[config.mk]
export PLATFORM = sky130hd
export DESIGN_NAME = pixel_combinator_flat
export DESIGN_NICKNAME = d
export VERILOG_FILES = /design/src/rtl/pixel_pkg.sv /design/src/rtl/pixel_combinator_if.sv /design/src/rtl/pixel_combinator_raster_counter.sv /design/src/rtl/pixel_combinator.sv /design/src/flat_wrapper.sv
export SDC_FILE = /design/constraint.sdc
export NUM_CORES = 1
export LEC_CHECK = 0
export ABC_AREA = 1
export ABC_CLOCK_PERIOD_IN_PS = 2350
export CORE_AREA = 4 4 150 152
export DETAILED_ROUTE_END_ITERATION = 16
export DIE_AREA = 0 0 154 156
export PLACE_DENSITY = 0.76
export RECOVER_POWER = 100
export SLEW_MARGIN = 15
export SYNTH_ARGS = -nofsm -noshare
export SYNTH_HDL_FRONTEND = slang
export SYNTH_SLANG_ARGS = --single-unit
export TNS_END_PERCENT = 50
[constraint.sdc]
create_clock -name clk -period 2.35 [get_ports clk]
set_input_delay 0.47 -clock clk [delete_from_list [all_inputs] [get_ports clk]]
set_output_delay 0.47 -clock clk [all_outputs]
set_load 0.02 [all_outputs]
[src/rtl/pixel_pkg.sv]
// Shared types and constants for the pixel combinator and its queue fabric.
package pixel_pkg;

    // Colour width used by the result queues.
    localparam int COLOUR_W = 24;

    // Coordinate broadcast when no pixel is being requested. It differs from
    // the all-ones empty-queue marker and from any on-screen coordinate.
    localparam logic [31:0] IDLE_COORD = 32'hFFFF_FFFE;

    // Upper byte of each output word above the colour.
    localparam logic [7:0] TDATA_PAD = 8'h00;

    typedef logic [COLOUR_W-1:0] colour_t;

    typedef enum logic [1:0] {
        IDLE = 2'd0,
        WAIT = 2'd1,
        SEND = 2'd2
    } state_t;

endpackage

[src/rtl/pixel_combinator_if.sv]
// Queue-side coordinate broadcast and output pixel stream of the combinator.
interface pixel_combinator_if #(
    parameter int DATA_WIDTH = 32,
    parameter int RBG_SIZE   = 24,
    parameter int NUM_QUEUES = 4
);
    // Coordinate request to the queues and their answers
    logic [DATA_WIDTH-1:0]          xpixel_check;
    logic [DATA_WIDTH-1:0]          ypixel_check;
    logic [NUM_QUEUES*RBG_SIZE-1:0] colour_i;
    logic [NUM_QUEUES-1:0]          hit_i;

    // Outgoing pixel stream
    logic [31:0] out_tdata;
    logic        out_tvalid;
    logic        out_tready;
    logic        out_tuser;
    logic        out_tlast;

    modport master (
        output xpixel_check, ypixel_check,
        input  colour_i, hit_i,
        output out_tdata, out_tvalid, out_tuser, out_tlast,
        input  out_tready
    );

    modport slave (
        input  xpixel_check, ypixel_check,
        output colour_i, hit_i,
        input  out_tdata, out_tvalid, out_tuser, out_tlast,
        output out_tready
    );

endinterface

[src/rtl/pixel_combinator_raster_counter.sv]
// Raster-order x/y position with end-of-line / end-of-frame flags.
module raster_counter #(
    parameter int DATA_WIDTH    = 32,
    parameter int SCREEN_WIDTH  = 640,
    parameter int SCREEN_HEIGHT = 480
) (
    input  logic                  clk,
    input  logic                  reset,
    input  logic                  clear,
    input  logic                  advance,
    output logic [DATA_WIDTH-1:0] x,
    output logic [DATA_WIDTH-1:0] y,
    output logic [DATA_WIDTH-1:0] x_next,
    output logic [DATA_WIDTH-1:0] y_next,
    output logic                  eol,
    output logic                  eof
);

    localparam logic [DATA_WIDTH-1:0] X_LAST = DATA_WIDTH'(SCREEN_WIDTH - 1);
    localparam logic [DATA_WIDTH-1:0] Y_LAST = DATA_WIDTH'(SCREEN_HEIGHT - 1);

    assign eol = (x == X_LAST);
    assign eof = eol && (y == Y_LAST);

    // Position following the current one, wrapping at line and frame end.
    always_comb begin
        x_next = x + 1'b1;
        y_next = y;
        if (eol) begin
            x_next = '0;
            y_next = eof ? '0 : y + 1'b1;
        end
    end

    // Position register: cleared at frame start, stepped once per accepted pixel.
    always_ff @(posedge clk) begin
        if (!reset || clear) begin
            x <= '0;
            y <= '0;
        end else if (advance) begin
            x <= x_next;
            y <= y_next;
        end
    end

endmodule

[src/rtl/pixel_combinator.sv]
// Raster-order drain of the per-engine result queues: requests each pixel by
// coordinate, takes the colour from whichever queue answers, and streams it
// out in order with start-of-frame and end-of-line markers.
module pixel_combinator
    import pixel_pkg::*;
#(
    parameter int DATA_WIDTH    = 32,
    parameter int RBG_SIZE      = COLOUR_W,
    parameter int NUM_QUEUES    = 4,
    parameter int SCREEN_WIDTH  = 640,
    parameter int SCREEN_HEIGHT = 480,
    parameter int TIMEOUT       = 1024
) (
    input  logic               clk,
    input  logic               reset,
    input  logic               start,
    pixel_combinator_if.master bus,
    output logic               busy,
    output logic               timeout_err
);

    localparam int                    TIMER_W    = $clog2(TIMEOUT + 1);
    localparam logic [TIMER_W-1:0]    TIMER_LAST = TIMER_W'(TIMEOUT - 1);
    localparam logic [DATA_WIDTH-1:0] COORD_IDLE = DATA_WIDTH'(IDLE_COORD);

    state_t                state, state_n;
    logic [TIMER_W-1:0]    timer, timer_n;
    logic [DATA_WIDTH-1:0] xcheck, xcheck_n;
    logic [DATA_WIDTH-1:0] ycheck, ycheck_n;
    logic [31:0]           tdata, tdata_n;
    logic                  tvalid, tvalid_n;
    logic                  tuser, tuser_n;
    logic                  tlast, tlast_n;
    logic                  busy_n;
    logic                  timeout_err_n;

    logic [DATA_WIDTH-1:0] x, y, x_next, y_next;
    logic                  eol, eof;
    logic                  cnt_clear, cnt_advance;

    logic [RBG_SIZE-1:0]   hit_colour;
    logic                  hit_ok;

    raster_counter #(
        .DATA_WIDTH    (DATA_WIDTH),
        .SCREEN_WIDTH  (SCREEN_WIDTH),
        .SCREEN_HEIGHT (SCREEN_HEIGHT)
    ) u_raster (
        .clk     (clk),
        .reset   (reset),
        .clear   (cnt_clear),
        .advance (cnt_advance),
        .x       (x),
        .y       (y),
        .x_next  (x_next),
        .y_next  (y_next),
        .eol     (eol),
        .eof     (eof)
    );

    // Lowest-indexed hitting queue wins; scanning downwards lets it overwrite.
    always_comb begin
        hit_colour = '0;
        for (int q = NUM_QUEUES - 1; q >= 0; q--) begin
            if (bus.hit_i[q]) hit_colour = bus.colour_i[q*RBG_SIZE +: RBG_SIZE];
        end
    end

    // The first WAIT cycle carries the answer to the previous request.
    assign hit_ok = (|bus.hit_i) && (timer != '0);

    // Next-state and next-output logic for the IDLE/WAIT/SEND sequence.
    always_comb begin
        // NOTE: every signal gets a default before the case so no path leaves
        // one unassigned, which would otherwise infer a latch.
        state_n       = state;
        timer_n       = timer;
        xcheck_n      = xcheck;
        ycheck_n      = ycheck;
        tdata_n       = tdata;
        tvalid_n      = tvalid;
        tuser_n       = tuser;
        tlast_n       = tlast;
        busy_n        = busy;
        timeout_err_n = timeout_err;
        cnt_clear     = 1'b0;
        cnt_advance   = 1'b0;

        case (state)
            IDLE: begin
                if (start) begin
                    cnt_clear     = 1'b1;
                    timeout_err_n = 1'b0;
                    busy_n        = 1'b1;
                    timer_n       = '0;
                    xcheck_n      = '0;
                    ycheck_n      = '0;
                    state_n       = WAIT;
                end
            end

            WAIT: begin
                timer_n = timer + 1'b1;
                if (hit_ok || timer == TIMER_LAST) begin
                    tdata_n  = hit_ok ? {TDATA_PAD, hit_colour} : '0;
                    tvalid_n = 1'b1;
                    tuser_n  = (x == '0) && (y == '0);
                    tlast_n  = eol;
                    xcheck_n = COORD_IDLE;
                    ycheck_n = COORD_IDLE;
                    state_n  = SEND;
                    if (!hit_ok) timeout_err_n = 1'b1;
                end
            end

            SEND: begin
                if (tvalid && bus.out_tready) begin
                    tvalid_n    = 1'b0;
                    timer_n     = '0;
                    cnt_advance = 1'b1;
                    if (eof) begin
                        busy_n  = 1'b0;
                        state_n = IDLE;
                    end else begin
                        xcheck_n = x_next;
                        ycheck_n = y_next;
                        state_n  = WAIT;
                    end
                end
            end

            default: begin
                state_n = IDLE;
            end
        endcase
    end

    // State and registered outputs; reset abandons any frame in flight.
    always_ff @(posedge clk) begin
        // NOTE: sequential state uses non-blocking assignments so every
        // register samples the pre-edge values of the others.
        if (!reset) begin
            state       <= IDLE;
            timer       <= '0;
            xcheck      <= COORD_IDLE;
            ycheck      <= COORD_IDLE;
            tdata       <= '0;
            tvalid      <= 1'b0;
            tuser       <= 1'b0;
            tlast       <= 1'b0;
            busy        <= 1'b0;
            timeout_err <= 1'b0;
        end else begin
            state       <= state_n;
            timer       <= timer_n;
            xcheck      <= xcheck_n;
            ycheck      <= ycheck_n;
            tdata       <= tdata_n;
            tvalid      <= tvalid_n;
            tuser       <= tuser_n;
            tlast       <= tlast_n;
            busy        <= busy_n;
            timeout_err <= timeout_err_n;
        end
    end

    assign bus.xpixel_check = xcheck;
    assign bus.ypixel_check = ycheck;
    assign bus.out_tdata    = tdata;
    assign bus.out_tvalid   = tvalid;
    assign bus.out_tuser    = tuser;
    assign bus.out_tlast    = tlast;

endmodule

[src/flat_wrapper.sv]
// flat-port wrapper written by rule: the top's interface ports become plain ports
module pixel_combinator_flat import pixel_pkg::*;
#(
    parameter int DATA_WIDTH    = 32,
    parameter int RBG_SIZE      = COLOUR_W,
    parameter int NUM_QUEUES    = 4,
    parameter int SCREEN_WIDTH  = 640,
    parameter int SCREEN_HEIGHT = 480,
    parameter int TIMEOUT       = 1024
)
  (clk, reset, start, busy, timeout_err, bus_xpixel_check, bus_ypixel_check, bus_colour_i, bus_hit_i, bus_out_tdata, bus_out_tvalid, bus_out_tuser, bus_out_tlast, bus_out_tready);
  pixel_combinator_if #(.DATA_WIDTH(DATA_WIDTH), .RBG_SIZE(RBG_SIZE), .NUM_QUEUES(NUM_QUEUES)) bus_i ();
  input  logic clk;
  input  logic reset;
  input  logic start;
  output logic busy;
  output logic timeout_err;
  output wire logic [$bits(bus_i.xpixel_check)-1:0] bus_xpixel_check;
  output wire logic [$bits(bus_i.ypixel_check)-1:0] bus_ypixel_check;
  input wire logic [$bits(bus_i.colour_i)-1:0] bus_colour_i;
  input wire logic [$bits(bus_i.hit_i)-1:0] bus_hit_i;
  output wire logic [$bits(bus_i.out_tdata)-1:0] bus_out_tdata;
  output wire logic [$bits(bus_i.out_tvalid)-1:0] bus_out_tvalid;
  output wire logic [$bits(bus_i.out_tuser)-1:0] bus_out_tuser;
  output wire logic [$bits(bus_i.out_tlast)-1:0] bus_out_tlast;
  input wire logic [$bits(bus_i.out_tready)-1:0] bus_out_tready;
  assign bus_xpixel_check = bus_i.xpixel_check;
  assign bus_ypixel_check = bus_i.ypixel_check;
  assign bus_i.colour_i = bus_colour_i;
  assign bus_i.hit_i = bus_hit_i;
  assign bus_out_tdata = bus_i.out_tdata;
  assign bus_out_tvalid = bus_i.out_tvalid;
  assign bus_out_tuser = bus_i.out_tuser;
  assign bus_out_tlast = bus_i.out_tlast;
  assign bus_i.out_tready = bus_out_tready;
  pixel_combinator #(.DATA_WIDTH(DATA_WIDTH), .RBG_SIZE(RBG_SIZE), .NUM_QUEUES(NUM_QUEUES), .SCREEN_WIDTH(SCREEN_WIDTH), .SCREEN_HEIGHT(SCREEN_HEIGHT), .TIMEOUT(TIMEOUT)) u_core (.clk(clk), .reset(reset), .start(start), .bus(bus_i), .busy(busy), .timeout_err(timeout_err));
endmodule
# After elaboration in Yosys (flattened, before gate mapping)
# Cells that the tools add are included.
[word_totals]
reg_bits = 178
output_inout_bits = 101
word_cells = 88
in_bits = 104
[classes]
reduce_logical = 23
n_mux = 39
addsub = 3
eq_ne = 11
[op_table]
columns = ["cell", "count"]
rows = [
  ["$mux W32", 9],
  ["$pmux W32 S3", 2],
  ["$mux W24", 5],
  ["$add A32 B1 Y32 const B", 2],
  ["$logic_not A32 Y1", 2],
  ["$pmux W11 S3", 1],
  ["$eq A32 B10 Y1 const B", 1],
  ["$eq A32 B9 Y1 const B", 1],
  ["$mux W11", 2],
  ["$mux W1", 13],
  ["$add A11 B1 Y11 const B", 1],
  ["$eq A11 B10 Y1 const B", 1],
  ["$reduce_bool A11 Y1", 1],
  ["$reduce_and A3 Y1", 3],
  ["$ne A2 B2 Y1 const B", 4],
  ["$reduce_and A4 Y1", 2],
  ["$mux W2", 3],
  ["$pmux W1 S2", 3],
  ["$pmux W2 S3", 1],
  ["$reduce_bool A2 Y1", 3],
  ["$reduce_and A5 Y1", 1],
  ["$logic_and A1 B1 Y1", 4],
  ["$ne A2 B1 Y1 const B", 2],
  ["$reduce_or A4 Y1", 1],
  ["other kinds (7)", 8],
]

# Logic depth before layout (Yosys ltp)
[depth]
word_depth = 7
depth_mapped = 13
ltp_nobuf = 13

# Cells and area by module
# From an unflattened synthesis, not the netlist that was laid out.
[hier_totals]
hier_cells = 1817
area_unflattened_um2 = 10896.7
[modules_own_cells]
columns = ["module", "instances", "area_per_inst_um2", "seq_area_each_um2", "cells_each"]
rows = [
  ["pixel_combinator", 1, 5723.0, 2122.0, 879],
  ["raster_counter", 1, 5173.7, 1281.2, 938],
]

# Worst setup path after synthesis
# Ideal clock, no wire load.
[synth_path]
kind = "register -> register"
from = "register u_core.state[0]"
to = "register u_core.xcheck[17], in the netlist u_core.bus.xpixel_check[17]"
setup_slack_ps = 467
required_time_ps = 2237
arrival_ps = 1770
n_path_buf = 3
setup_ps = 113
path_stages_with_launch = 14
synth_period_minus_slack_ps = 1883
cell_sequence = "dfxtp_1 -> inv_1 -> ha_1 -> buf_2 -> nand2_1 -> nand2_1 -> nor2_4 -> nand2_1 -> inv_2 -> nand2_4 -> buf_12 -> buf_12 -> a21oi_2 -> nand2_1"
[synth_between]
elab_chain_cells = 3
word_cells_on_any_way = 10
classes_between = "eq/ne: 6; mux: 1; reduce/logical: 3"
[synth_rtl]
columns = ["element", "line", "source"]
rows = [
  ["from (decl)", "pixel_combinator.sv:26", "state_t state, state_n;"],
  ["from (signal assigned)", "pixel_combinator.sv:154", "state <= state_n;"],
  ["$eq A2 B2 Y1 (tied with other cells)", "pixel_combinator.sv:89", "case (state)"],
  ["$ne A2 B2 Y1 (no line) (tied with other cells)", "--", ""],
  ["$reduce_and A5 Y1 (no line)", "--", ""],
  ["to (signal assigned)", "pixel_combinator.sv:156", "xcheck <= xcheck_n;"],
  ["to (decl)", "pixel_combinator.sv:28", "logic [DATA_WIDTH-1:0] xcheck, xcheck_n;"],
]
# Several ways; a longest one is shown, not always the timed one.
# A chain may end at the register's enable or synchronous reset.

# Worst setup path after layout
[layout_path]
from = "register u_core.u_raster.y[4]"
to = "register u_core.ycheck[31], in the netlist u_core.bus.ypixel_check[31]"
[layout_between]
elab_chain_cells = 7
word_cells_on_any_way = 10
classes_between = "add/sub: 1; eq/ne: 2; mux: 5; reduce/logical: 2"
[layout_rtl]
columns = ["element", "line", "source"]
rows = [
  ["from (decl)", "pixel_combinator_raster_counter.sv:12", "output logic [DATA_WIDTH-1:0] y,"],
  ["from (signal assigned)", "pixel_combinator_raster_counter.sv:42", "y <= y_next;"],
  ["branches (longest 7 deep; another with $add A32 B1 Y32)", "--", ""],
  ["to (signal assigned)", "pixel_combinator.sv:157", "ycheck <= ycheck_n;"],
  ["to (decl)", "pixel_combinator.sv:29", "logic [DATA_WIDTH-1:0] ycheck, ycheck_n;"],
]
# Parallel ways; which one is timed is not known. The select of a mux whose other input is x is not followed.

==> flow_metrics.env <==
export IMPL_dr_total_vias=10800
export IMPL_worstSetupStartpointType="flip-flop"
export IMPL_hold_violations=0
export IMPL_worstMarginPinSlew_ns=0.836
export IMPL_root_buffer="clkbuf_16"
export IMPL_layout_commonest_cell="nand2_1"
export IMPL_die_area_um2=24000
export IMPL_status="completed"
export IMPL_r2r_cells=11
export IMPL_drive_gt1_share_pct=7.62
export IMPL_seqPwrFrac_pct=38.9
export IMPL_clock_skew_final_ns=0.0104
export IMPL_grt_max_degree=68
export IMPL_core_area_um2=21000
export IMPL_rows=53
export IMPL_dieWidth_um=154
export IMPL_routabilityCongestion=0.969
export IMPL_clk_pin_slew_ns=0.07
export IMPL_slowest_delay_ns=0.44
export IMPL_grt_pass1_wl_um=51300
export IMPL_crit_type="flip-flop to flip-flop"
export IMPL_syn_area_um2=10300
export IMPL_ir_drop_mv=0.522
export IMPL_hold_depth=2
export IMPL_required_ns=2.68
export IMPL_setup_violations_final=0
export IMPL_totalWireLength_um=31500
export IMPL_hp_class="flip-flop to flip-flop"
export IMPL_fillers=2018
export IMPL_track_usage_pct=25.5
export IMPL_path_common_cell="nand2_1"
export IMPL_start_util_pct=48.8
export IMPL_ant_nets=0
export IMPL_fin_crit_sh_pct=91.0
export IMPL_rsz0062_at_grt="false"
export IMPL_reg2reg_from="u_core.u_raster.y[4]"
export IMPL_drc=0
export IMPL_slew_viol_final=0
export IMPL_arrival_ns=2.46
export IMPL_wl_per_cell_um=15.6
export IMPL_fp_dieH_um=156
export IMPL_max_cap_violations=0
export IMPL_placed_cell_area_um2=12500
export IMPL_synth_cells=1561
export IMPL_synth_seq_cells=170
export IMPL_min_period_ns=2.14
export IMPL_viasPerCell=5.33
export IMPL_cts_buffers_inserted=17
export IMPL_synth_avg_cell_area_um2=6.57
export IMPL_place_detailed_hpwl_um=23600
export IMPL_end_kind="flip-flop"
export IMPL_whs_endpoint="u_core.bus.xpixel_check[28]"
export IMPL_cts_tree="built"
export IMPL_postLayoutCellArea_um2=12900
export IMPL_antenna_cells=0
export IMPL_power_static_leakage_nw=5.26
export IMPL_area_delta_synth_final_pct=26.1
export IMPL_cp_slowest_cell="dfxtp_1"
export IMPL_initialDrtViolationCount=786
export IMPL_p_comb_share_pct=25.0
export IMPL_post_cts_buffers=0
export IMPL_fin_nets=1846
export IMPL_synthDistinctLibCells=47
export IMPL_cts_hold_buf=0
export IMPL_ios=205
export IMPL_r2r_slack_ns=0.21
export IMPL_min_from="u_core.bus.xpixel_check[28]"
export IMPL_p_per_area_nw_per_um2=656
export IMPL_clockBufferDepth=2
export IMPL_final_util_pct=61.6
export IMPL_grt_pass1_vias=10300
export IMPL_io_buffers=196
export IMPL_cts_max_level=4
export IMPL_sw_frac_of_total_pct=30.6
export IMPL_max_freq_ghz=0.468
export IMPL_yosysSeqAreaShare_pct=33.2
export IMPL_cts_sinks=170
export IMPL_final_cell_mix="nand2_1 (436), dfxtp_1 (170), a21oi_1 (165)"
export IMPL_antenna_found_initial=0
export IMPL_p_int_mw=5.89
export IMPL_grt_overflow_total=0
export IMPL_yosys_warnings=0
export IMPL_first_pass_iters=5
export IMPL_clockPowerShare_pct=36.2
export IMPL_p_switching_mw=2.59
export IMPL_timing_rr_end="u_core.bus.ypixel_check[31]"
export IMPL_slew_limit_headroom_pct=44.3
export IMPL_path_cells="nand2_1 -> nor2_1 -> nand2_1 -> nor2_1 -> inv_1 -> nor2_1 -> nand3_1 -> nand3_1 -> nand2_1 -> nand2_1 -> nand2_1"
export IMPL_clk_latency_ns=0.43
export IMPL_path_max_fanout=6
cell type report:
class,instances,area (µm²),area share [%]
Timing Repair Buffer,238,2360,18.2
Inverter,138,519,4.01
Multi-Input combinational cell,1167,5680,43.9
Clock inverter,9,159,1.23
Tap cell,275,344,2.66
Sequential cell,170,3400,26.3
Clock buffer,23,478,3.69
routing by layer:
metal  wire (µm)  global-route usage (%)
met3        1440                    4.22
met4         582                    6.56
met5           0                       0
met2       15800                    44.6
met1       13700                    32.7
critical path: cells and delay by family (launching register included):
kind | cells | cell delay [ns]
buffers and inverters | 1 | 0.16
flip-flops | 1 | 0.44
AND/OR/NAND/NOR | 10 | 1.45
power by group through the flow:
stage                     combinational [mW]  sequential (mW)  clock, mW
after floorplan                         1.11             3.68          0
after global placement                  2.25             3.40          0
after global routing                    2.30             3.33       3.23
after CTS                               2.31             3.34       3.12
after detailed placement                2.29             3.39          0
final                                   2.12             3.30       3.07
repair_timing:
action                                  CTS  global route
resized for setup                         0             1
hold endpoints to repair                  0             0
endpoints found under the setup margin    0             1
cells in the mapped netlist (all sizes together):
master / count / share of area [%]
buf: 47 / 3.8
clkbuf: 46 / 1.7
a211oi: 3 / 0.22
nor4: 4 / 0.24
ha: 10 / 1.2
nand4: 20 / 1.5
and2: 1 / 0.061
nor3b: 1 / 0.12
xnor2: 6 / 0.51
nand2: 454 / 17
o221ai: 1 / 0.085
o21ai: 119 / 5.9
inv: 137 / 5.0
nand3b: 3 / 0.22
nor2: 143 / 5.8
o31ai: 12 / 0.88
conb: 1 / 0.037
clkinv: 1 / 0.037
o21bai: 5 / 0.37
nand3: 108 / 5.4
dfxtp: 170 / 33
xor2: 17 / 1.5
nor3: 30 / 1.6
o2111ai: 1 / 0.085
o211ai: 33 / 2.4
o311ai: 1 / 0.085
a21oi: 178 / 10
a21o: 8 / 0.59
or2: 1 / 0.061
how the worst max path moves through the flow:
stage                     startpoint                           to  slack (ns)  cells after the start
2_1_floorplan        u_core.state[0]  u_core.bus.xpixel_check[17]        0.47                     13
3_3_place_gp          bus_out_tready  u_core.bus.ypixel_check[17]      -0.002                     11
3_5_place_dp          bus_out_tready  u_core.bus.xpixel_check[21]       -0.06                     11
4_1_cts        u_core.u_raster.y[12]   u_core.bus.ypixel_check[0]        0.22                     10
5_1_grt              u_core.state[0]         u_core.u_raster.y[7]        0.03                      9
6_report        u_core.u_raster.y[4]  u_core.bus.ypixel_check[31]        0.21                     11
kinds of logic (layout without fill, tap and decap cells):
group	after synthesis	count (layout)	synth area share, %
simple gates	765	765	32.1
buf+inv	231	408	10.6
compound gates	361	361	21.0
flops	170	170	33.2
fa+ha+maj	10	10	1.22
xor+xnor	23	23	1.96
other cells	1	8	0.0365
flip-flops by register name (all words and copies together), names as in the netlist:
name                     cells
u_core.bus.xpixel_check     32
u_core.bus.ypixel_check     32
u_core.u_raster.x           32
u_core.u_raster.y           32
u_core.bus.out_tdata        24
u_core.timer                11
u_core.state                 2
u_core.bus.out_tlast         1
u_core.bus.out_tuser         1
u_core.bus.out_tvalid        1
u_core.busy                  1
u_core.timeout_err           1
through the flow:
stage	setup WS, ns	cells	setup TNS [ns]	hold WS, ns	total power [mW]
floorplan	0.467	1568	0	0.462	4.80
global placement	-0.00162	1988	-0.00332	0.444	5.65
detailed placement	-0.0633	1988	-1.17	0.455	5.69
CTS	0.223	2020	0	0.463	8.76
global route	0.0321	2020	0	0.477	8.86
finish	0.213	2020	0	0.453	8.49
(Power assumes the default switching activity.)
